===== src/rtl/csr_counter_if.sv =====
// CSR access bus shared by the CSR blocks of the core: the instruction side
// drives enable/address/op/operands, each CSR answers with its old value
// (out) and the value it will hold after this cycle (direct_out).

package csr_counter_pkg;
    typedef logic [11:0] CsrAddrT;
    typedef logic [4:0]  r;
    typedef logic [31:0] word;

    // Encodings follow the funct3 field of the RISC-V Zicsr instructions.
    typedef enum logic [2:0] {
        CSRRW  = 3'b001,
        CSRRS  = 3'b010,
        CSRRC  = 3'b011,
        CSRRWI = 3'b101,
        CSRRSI = 3'b110,
        CSRRCI = 3'b111
    } csr_op_t;
endpackage

interface csr_counter_if;
    logic                      csr_enable;
    csr_counter_pkg::CsrAddrT  csr_addr;
    csr_counter_pkg::csr_op_t  csr_op;
    csr_counter_pkg::r         rs1_zimm;
    csr_counter_pkg::word      rs1_data;
    csr_counter_pkg::word      out;
    csr_counter_pkg::word      direct_out;

    modport master (
        output csr_enable, csr_addr, csr_op, rs1_zimm, rs1_data,
        input  out, direct_out
    );

    modport slave (
        input  csr_enable, csr_addr, csr_op, rs1_zimm, rs1_data,
        output out, direct_out
    );
endinterface


===== src/rtl/csr_counter.sv =====
// Free-running event counter CSR (1..64 bits) exposed as a low word and an
// optional high word, with a sticky wrap-around flag. Loads from an external
// source beat CSR writes, and CSR writes beat counting for the whole counter.

module csr_counter
    import csr_counter_pkg::*;
#(
    parameter int                      CounterWidth = 64,
    parameter logic [CounterWidth-1:0] ResetValue   = '0,
    parameter CsrAddrT                 AddrLo       = CsrAddrT'(0),
    parameter CsrAddrT                 AddrHi       = CsrAddrT'(0),
    parameter bit                      Write        = 1'b1
) (
    input  logic                    clk,
    input  logic                    reset,
    csr_counter_if.slave            csr,
    input  logic                    inc,
    input  logic                    inhibit,
    input  logic [CounterWidth-1:0] ext_data,
    input  logic                    ext_write_enable,
    input  logic                    overflow_clear,
    output logic                    overflow
);

    // The high word only exists for counters wider than one CSR word.
    localparam bit HasHi = CounterWidth > 32;

    logic [CounterWidth-1:0] value_reg;
    logic [CounterWidth-1:0] value_next;
    logic                    ovf_reg;
    logic                    ovf_next;

    // Both the current and next counter values are viewed zero-padded to 64
    // bits so the half selection below is identical for every width.
    logic [63:0] value_ext;
    logic [63:0] next_ext;

    genvar gi;
    generate
        for (gi = 0; gi < 64; gi++) begin : g_pad
            if (gi < CounterWidth) begin : g_bit
                assign value_ext[gi] = value_reg[gi];
                assign next_ext[gi]  = value_next[gi];
            end else begin : g_zero
                assign value_ext[gi] = 1'b0;
                assign next_ext[gi]  = 1'b0;
            end
        end
    endgenerate

    logic        sel_lo;
    logic        sel_hi;
    logic        op_rw;
    logic        op_set;
    logic        op_clr;
    logic        op_imm;
    logic        csr_write;
    logic        cnt_en;
    logic [31:0] operand;
    logic [31:0] old_half;
    logic [31:0] new_half;
    logic [63:0] write_ext;

    // Decode the CSR access: which half is addressed, whether it really
    // writes (set/clear with a zero source are pure reads), and the new half.
    always_comb begin
        sel_lo   = (csr.csr_addr == AddrLo);
        sel_hi   = HasHi && (csr.csr_addr == AddrHi) && !sel_lo;
        op_rw    = (csr.csr_op == CSRRW) || (csr.csr_op == CSRRWI);
        op_set   = (csr.csr_op == CSRRS) || (csr.csr_op == CSRRSI);
        op_clr   = (csr.csr_op == CSRRC) || (csr.csr_op == CSRRCI);
        op_imm   = (csr.csr_op == CSRRWI) || (csr.csr_op == CSRRSI) ||
                   (csr.csr_op == CSRRCI);
        operand  = op_imm ? {27'b0, csr.rs1_zimm} : csr.rs1_data;

        old_half = 32'h0;
        if (sel_lo) begin
            old_half = value_ext[31:0];
        end else if (sel_hi) begin
            old_half = value_ext[63:32];
        end

        csr_write = csr.csr_enable && (sel_lo || sel_hi) && Write &&
                    (op_rw || ((op_set || op_clr) && (csr.rs1_zimm != '0)));

        if (op_rw) begin
            new_half = operand;
        end else if (op_set) begin
            new_half = old_half | operand;
        end else begin
            new_half = old_half & ~operand;
        end

        // Bits above the counter width fall away in the truncation below.
        if (sel_hi) begin
            write_ext = {new_half, value_ext[31:0]};
        end else begin
            write_ext = {value_ext[63:32], new_half};
        end
    end

    // Next counter value and overflow flag: external load, then CSR write,
    // then counting. Only a counting wrap can set the flag; set beats clear.
    always_comb begin
        cnt_en     = inc & ~inhibit;
        value_next = value_reg;
        ovf_next   = ovf_reg & ~overflow_clear;
        if (ext_write_enable) begin
            value_next = ext_data;
        end else if (csr_write) begin
            value_next = write_ext[CounterWidth-1:0];
        end else if (cnt_en) begin
            value_next = value_reg + CounterWidth'(1);
            if (&value_reg) begin
                ovf_next = 1'b1;
            end
        end
    end

    // Counter and flag registers; reset overrides every other update.
    always_ff @(posedge clk) begin
        if (reset) begin
            value_reg <= ResetValue;
            ovf_reg   <= 1'b0;
        end else begin
            value_reg <= value_next;
            ovf_reg   <= ovf_next;
        end
    end

    // Read-back of the addressed half: old value and post-update value.
    always_comb begin
        csr.out        = old_half;
        csr.direct_out = 32'h0;
        if (sel_lo) begin
            csr.direct_out = next_ext[31:0];
        end else if (sel_hi) begin
            csr.direct_out = next_ext[63:32];
        end
    end

    assign overflow = ovf_reg;

endmodule


===== src/flat_wrapper.sv =====
// flat-port wrapper written by rule: the top's interface ports become plain ports
module csr_counter_flat import csr_counter_pkg::*;
#(
    parameter int                      CounterWidth = 64,
    parameter logic [CounterWidth-1:0] ResetValue   = '0,
    parameter CsrAddrT                 AddrLo       = CsrAddrT'(0),
    parameter CsrAddrT                 AddrHi       = CsrAddrT'(0),
    parameter bit                      Write        = 1'b1
)
  (clk, reset, inc, inhibit, ext_data, ext_write_enable, overflow_clear, overflow, csr_csr_enable, csr_csr_addr, csr_csr_op, csr_rs1_zimm, csr_rs1_data, csr_out, csr_direct_out);
  csr_counter_if csr_i ();
  input  logic clk;
  input  logic reset;
  input  logic inc;
  input  logic inhibit;
  input  logic [CounterWidth-1:0] ext_data;
  input  logic ext_write_enable;
  input  logic overflow_clear;
  output logic overflow;
  input wire logic [$bits(csr_i.csr_enable)-1:0] csr_csr_enable;
  input wire logic [$bits(csr_i.csr_addr)-1:0] csr_csr_addr;
  input wire logic [$bits(csr_i.csr_op)-1:0] csr_csr_op;
  input wire logic [$bits(csr_i.rs1_zimm)-1:0] csr_rs1_zimm;
  input wire logic [$bits(csr_i.rs1_data)-1:0] csr_rs1_data;
  output wire logic [$bits(csr_i.out)-1:0] csr_out;
  output wire logic [$bits(csr_i.direct_out)-1:0] csr_direct_out;
  assign csr_i.csr_enable = csr_csr_enable;
  assign csr_i.csr_addr = csr_csr_addr;
  assign csr_i.csr_op = csr_csr_op;
  assign csr_i.rs1_zimm = csr_rs1_zimm;
  assign csr_i.rs1_data = csr_rs1_data;
  assign csr_out = csr_i.out;
  assign csr_direct_out = csr_i.direct_out;
  csr_counter #(.CounterWidth(CounterWidth), .ResetValue(ResetValue), .AddrLo(AddrLo), .AddrHi(AddrHi), .Write(Write)) u_core (.clk(clk), .reset(reset), .csr(csr_i), .inc(inc), .inhibit(inhibit), .ext_data(ext_data), .ext_write_enable(ext_write_enable), .overflow_clear(overflow_clear), .overflow(overflow));
endmodule

===== config.mk =====
export PLATFORM = sky130hd
export DESIGN_NAME = csr_counter_flat
export DESIGN_NICKNAME = d
export VERILOG_FILES = /design/src/rtl/csr_counter_if.sv /design/src/rtl/csr_counter.sv /design/src/flat_wrapper.sv
export SDC_FILE = /design/constraint.sdc
export NUM_CORES = 1
export LEC_CHECK = 0
export CORE_MARGIN = 2
export CORE_UTILIZATION = 45
export CTS_CLUSTER_DIAMETER = 100
export DETAILED_ROUTE_END_ITERATION = 10
export PLACE_DENSITY = 0.82
export SYNTH_ARGS = -nofsm -noshare
export SYNTH_HDL_FRONTEND = slang
export SYNTH_SLANG_ARGS = --single-unit
export TNS_END_PERCENT = 10

===== constraint.sdc =====
create_clock -name clk -period 4.3 [get_ports clk]
set_clock_uncertainty 0.05 [all_clocks]
set_input_delay 0.86 -clock clk [delete_from_list [all_inputs] [get_ports clk]]
set_output_delay 0.86 -clock clk [all_outputs]
set_load 0.01 [all_outputs]

==> impl_metrics.prom <==
# TYPE chip_impl_metric gauge
chip_impl_metric{name="final.min_clock_period",unit="ps"} 4370
chip_impl_metric{name="groute.layer.met3.usage",unit="%"} 5.699
chip_impl_metric{name="antenna-diode-count",unit=""} 0
chip_impl_metric{name="powerDensity",unit="mW/mm²"} 209.3
chip_impl_metric{name="postLayoutSetupSlackWorst",unit="ps"} -70.31
chip_impl_metric{name="yosysWarnings",unit=""} 0
chip_impl_metric{name="fp.coreArea",unit="mm²"} 0.01277
chip_impl_metric{name="initial_utilization",unit="%"} 46.47
chip_impl_metric{name="clock_power_share",unit="%"} 40.5
chip_impl_metric{name="timing_worst_slew_pin_value",unit="ps"} 798.3
chip_impl_metric{name="net-switching-power",unit="mW"} 0.5335
chip_impl_metric{name="dp_hpwl",unit="µm"} 17030
chip_impl_metric{name="post_drt_via_cell_ratio",unit=""} 6.573
chip_impl_info{name="grt_most_used_layer",value="met2"} 1
chip_impl_metric{name="cts_sinks",unit=""} 65
chip_impl_metric{name="switch_share",unit="%"} 29.05
chip_impl_metric{name="detail_route.wirelength",unit="µm"} 23620
chip_impl_metric{name="crit_arrival",unit="ps"} 3460
chip_impl_metric{name="layout_overhead_on_the_synthesized_area",unit="%"} 47.87
chip_impl_metric{name="syn-num-nets",unit=""} 911
chip_impl_metric{name="grt_antenna_before_repair",unit=""} 0
chip_impl_metric{name="synth.lib_cells_used.distinct",unit=""} 80
chip_impl_info{name="worst_path_most_repeated_cell",value="buf_4"} 1
chip_impl_metric{name="internal_power_contribution",unit="mW"} 1.303
chip_impl_info{name="cpMaxStageDelayCell",value="clkdlybuf4s50_1"} 1
chip_impl_metric{name="nFillCells",unit=""} 1020
chip_impl_metric{name="cts_hold_buf",unit=""} 0
chip_impl_metric{name="num_vias",unit=""} 7736
chip_impl_metric{name="dieHeight",unit="µm"} 118.9
chip_impl_metric{name="peakVddDrop",unit="µV"} 195.0
chip_impl_info{name="failed_checks",value="setup timing"} 1
chip_impl_metric{name="maxSlewHeadroom",unit="%"} 46.78
chip_impl_metric{name="antenna_violating_nets_post_route",unit=""} 0
chip_impl_metric{name="cts_buffer_depth",unit=""} 2
chip_impl_metric{name="port_buffers",unit=""} 187
chip_impl_metric{name="die-area",unit="mm²"} 0.01413
chip_impl_metric{name="h-tree-depth",unit=""} 3
chip_impl_metric{name="die_width",unit="µm"} 118.9
chip_impl_info{name="tritoncts",value="done"} 1
chip_impl_info{name="outcome",value="finished with violations"} 1
chip_impl_metric{name="synthesis.instances",unit=""} 787
chip_impl_metric{name="p_total",unit="mW"} 1.837
chip_impl_metric{name="clk_transition_reported_paths",unit="ps"} 50
chip_impl_metric{name="worst-endpoint-required",unit="ps"} 3390
chip_impl_metric{name="drv.max_cap_violation_count",unit=""} 0
chip_impl_info{name="post_synth_most_frequent_cells",value="dfxtp_1, nand2_1, nor2_1, clkbuf_1, a21oi_1"} 1
chip_impl_info{name="setup_crit_start_kind",value="input port"} 1
chip_impl_metric{name="timing.final.setup_violations",unit=""} 2
chip_impl_info{name="synth_top_flop_cell",value="dfxtp_1"} 1
chip_impl_metric{name="grt_overflow",unit=""} 0
chip_impl_metric{name="grt_pass1_vias",unit=""} 7198
chip_impl_metric{name="overall_global_routing_usage",unit="%"} 32.46
chip_impl_metric{name="finish.instance_area",unit="mm²"} 0.008777
chip_impl_metric{name="cp_max_stage_delay",unit="ps"} 550
chip_impl_metric{name="clkLatencyLatePin",unit="ps"} 340
chip_impl_metric{name="rows",unit=""} 41
chip_impl_metric{name="synth.yosys.seq_area_share",unit="%"} 21.92
chip_impl_metric{name="timing_hold_violations_final",unit=""} 0
chip_impl_metric{name="p_leak",unit="nW"} 3.204
chip_impl_metric{name="highest_clock_rate",unit="MHz"} 228.8
chip_impl_info{name="rsz_0062_raised_after_global_routing",value="true"} 1
chip_impl_info{name="yosys-top-cells-area",value="dfxtp_1, and2_1, a21oi_1"} 1
chip_impl_metric{name="firstDrtPassIters",unit=""} 6
chip_impl_metric{name="io_pins",unit=""} 188
chip_impl_metric{name="detail_route.drc_violations",unit=""} 0
chip_impl_metric{name="cts_made_buffers",unit=""} 9
chip_impl_metric{name="wire_per_inst",unit="µm"} 20.06
chip_impl_info{name="path_cells",value="clkdlybuf4s50_1 -> nor4_2 -> buf_4 -> and4_1 -> buf_4 -> buf_4 -> nand3_1 -> a221o_1 -> a21oi_1 -> clkdlybuf4s50_1"} 1
chip_impl_metric{name="pwr-share-comb",unit="%"} 21.1
chip_impl_metric{name="use_met1",unit="%"} 43.21
chip_impl_metric{name="synth-seq-cells",unit=""} 65
chip_impl_metric{name="synth-edff-count",unit=""} 0
chip_impl_metric{name="ys_async_sr_fraction",unit="%"} 0
chip_impl_info{name="crit_path_end_kind",value="primary output"} 1
chip_impl_metric{name="layout_worst_path_cycle_share",unit="%"} 101.6
chip_impl_metric{name="postSynthAreaPerCell",unit="µm²"} 7.542
chip_impl_metric{name="syn_area",unit="mm²"} 0.005936
chip_impl_metric{name="cp_max_fo",unit=""} 7
chip_impl_metric{name="grt_start_max_net_pins",unit=""} 68
chip_impl_metric{name="drive_gt1_share",unit="%"} 14.73
chip_impl_info{name="clock_tree_root",value="clkbuf_16"} 1
chip_impl_metric{name="design.final.nets",unit=""} 1126
chip_impl_metric{name="grt_pass1_wl",unit="µm"} 37190
chip_impl_metric{name="finalCoreUtilization",unit="%"} 68.71
chip_impl_info{name="synth_top_cell_by_area",value="dfxtp_1"} 1
chip_impl_metric{name="placedInstanceArea",unit="mm²"} 0.008398
chip_impl_metric{name="globalplace.congestion",unit=""} 0.9206
chip_impl_info{name="yosys.cell_count.top_type",value="dfxtp_1"} 1
chip_impl_metric{name="seqPwrFrac",unit="%"} 38.4
chip_impl_info{name="path_class",value="in2out"} 1
chip_impl_info{name="holdCritPathClass",value="reg2reg"} 1
chip_impl_metric{name="post_synth_top_area_share",unit="%"} 21.92
chip_impl_metric{name="drt_iter0_markers",unit=""} 1063
chip_impl_metric{name="timing_max_transition_violations_final",unit=""} 0
chip_impl_metric{name="global_route.usage.met2",unit="%"} 50.65
==> flip-flops by register name (all words and copies together) (netlist names) <==
signal,count
u_core.overflow,1
u_core.value_ext,64
==> through the flow <==
step                      instances  setup TNS [ps]  worst slack [ps]  hold WS (ps)
after floorplan                 787               0             567.8         436.5
after global placement         1162           -3613            -339.6         457.5
after detailed placement       1162           -3711            -262.5         463.1
after CTS                      1177          -91.24            -91.24         474.4
after global routing           1177          -220.6            -116.5         500.5
final                          1177          -118.1            -70.31         475.3
==> cell families (layout without fill, tap and decap cells) <==
| kind of cell | after synthesis | count (layout) | synth area share (%) |
|---|---|---|---|
| and+or+nand+nor | 359 | 359 | 35.12 |
| AOI/OAI and AO/OA | 247 | 247 | 32.23 |
| xor gates and xnor gates | 12 | 12 | 1.771 |
| adders and majority gates | 1 | 1 | 0.2108 |
| DFF | 65 | 65 | 21.92 |
| muxes | 6 | 6 | 1.012 |
| buffers and inverters | 97 | 315 | 7.736 |
==> what timing repair did <==
| action | CTS | global route |
|---|---|---|
| pin swaps | 3 | 2 |
| resized for setup | 40 | 18 |
| setup endpoints to repair | 32 | 19 |
| setup buffers | 1 | 0 |
==> routing by layer <==
layer,vias up,part of all wire [%]
li1,3570,-
met1,3569,42
met2,516,45
met3,81,9.0
met4,0,3.8
met5,-,0
==> final timing paths <==
kind,from,to,slack [ps],cells after the start
min,u_core.value_ext[38],u_core.value_ext[38],480,2
max reg2reg,u_core.value_ext[11],u_core.value_ext[39],1260,5
max,csr_csr_addr[1],csr_direct_out[3],-70,10
min reg2reg,u_core.value_ext[38],u_core.value_ext[38],480,2
==> worst max-delay path, delay by kind of cell <==
kind	cells	cell delay (ps)
AND/OR/NAND/NOR	3	640
AO/OA/AOI/OAI	2	480
buffers and inverters	5	1470
==> cells in the final DEF (no fill, tap or decap), drive strengths merged, types with 6 or more instances in the layout <==
cell           Yosys  final
a31oi              7      7
a21oi             46     46
dlygate4sd2        0     21
and3               9      9
a311oi            20     20
xor2               6      6
mux2i              6      6
inv               28     28
a32oi              6      6
nor2              53     53
nand2             59     59
dlymetal6s2s       0      8
o31ai             20     20
nand4             31     31
o21ai             10     10
a221oi            19     19
and2              40     40
and4              12     12
clkbuf            54     12
a211oi            15     15
o31a               6      6
nor2b             12     12
nand3             41     41
buf               13     88
nor3              21     21
o221ai             6      6
nor4              27     27
nor3b              6      6
a2111oi           18     18
o311ai             6      6
a221o              7      7
xnor2              6      6
or4               27     27
clkdlybuf4s50      0    155
o211ai            16     16
dfxtp             65     65
==> final cells by class <==
class                   count  area (µm²)  area share [%]
repair buffers            273        2586           29.47
multi-input cells         625        4284           48.81
inverters                  28       105.1           1.197
clock buffers              11       242.7           2.766
well taps                 172       215.2           2.452
flip-flops and latches     65        1301           14.83
clock inverters             3       42.54          0.4847
==> power by group through the flow <==
stage | sequential [mW] | combinational (mW) | clock, mW
detailed placement | 0.713 | 0.371 | 0
global route | 0.709 | 0.414 | 0.771
global placement | 0.712 | 0.365 | 0
floorplan | 0.696 | 0.179 | 0
CTS | 0.701 | 0.379 | 0.741
finish | 0.705 | 0.387 | 0.744
(Power assumes the default switching activity.)
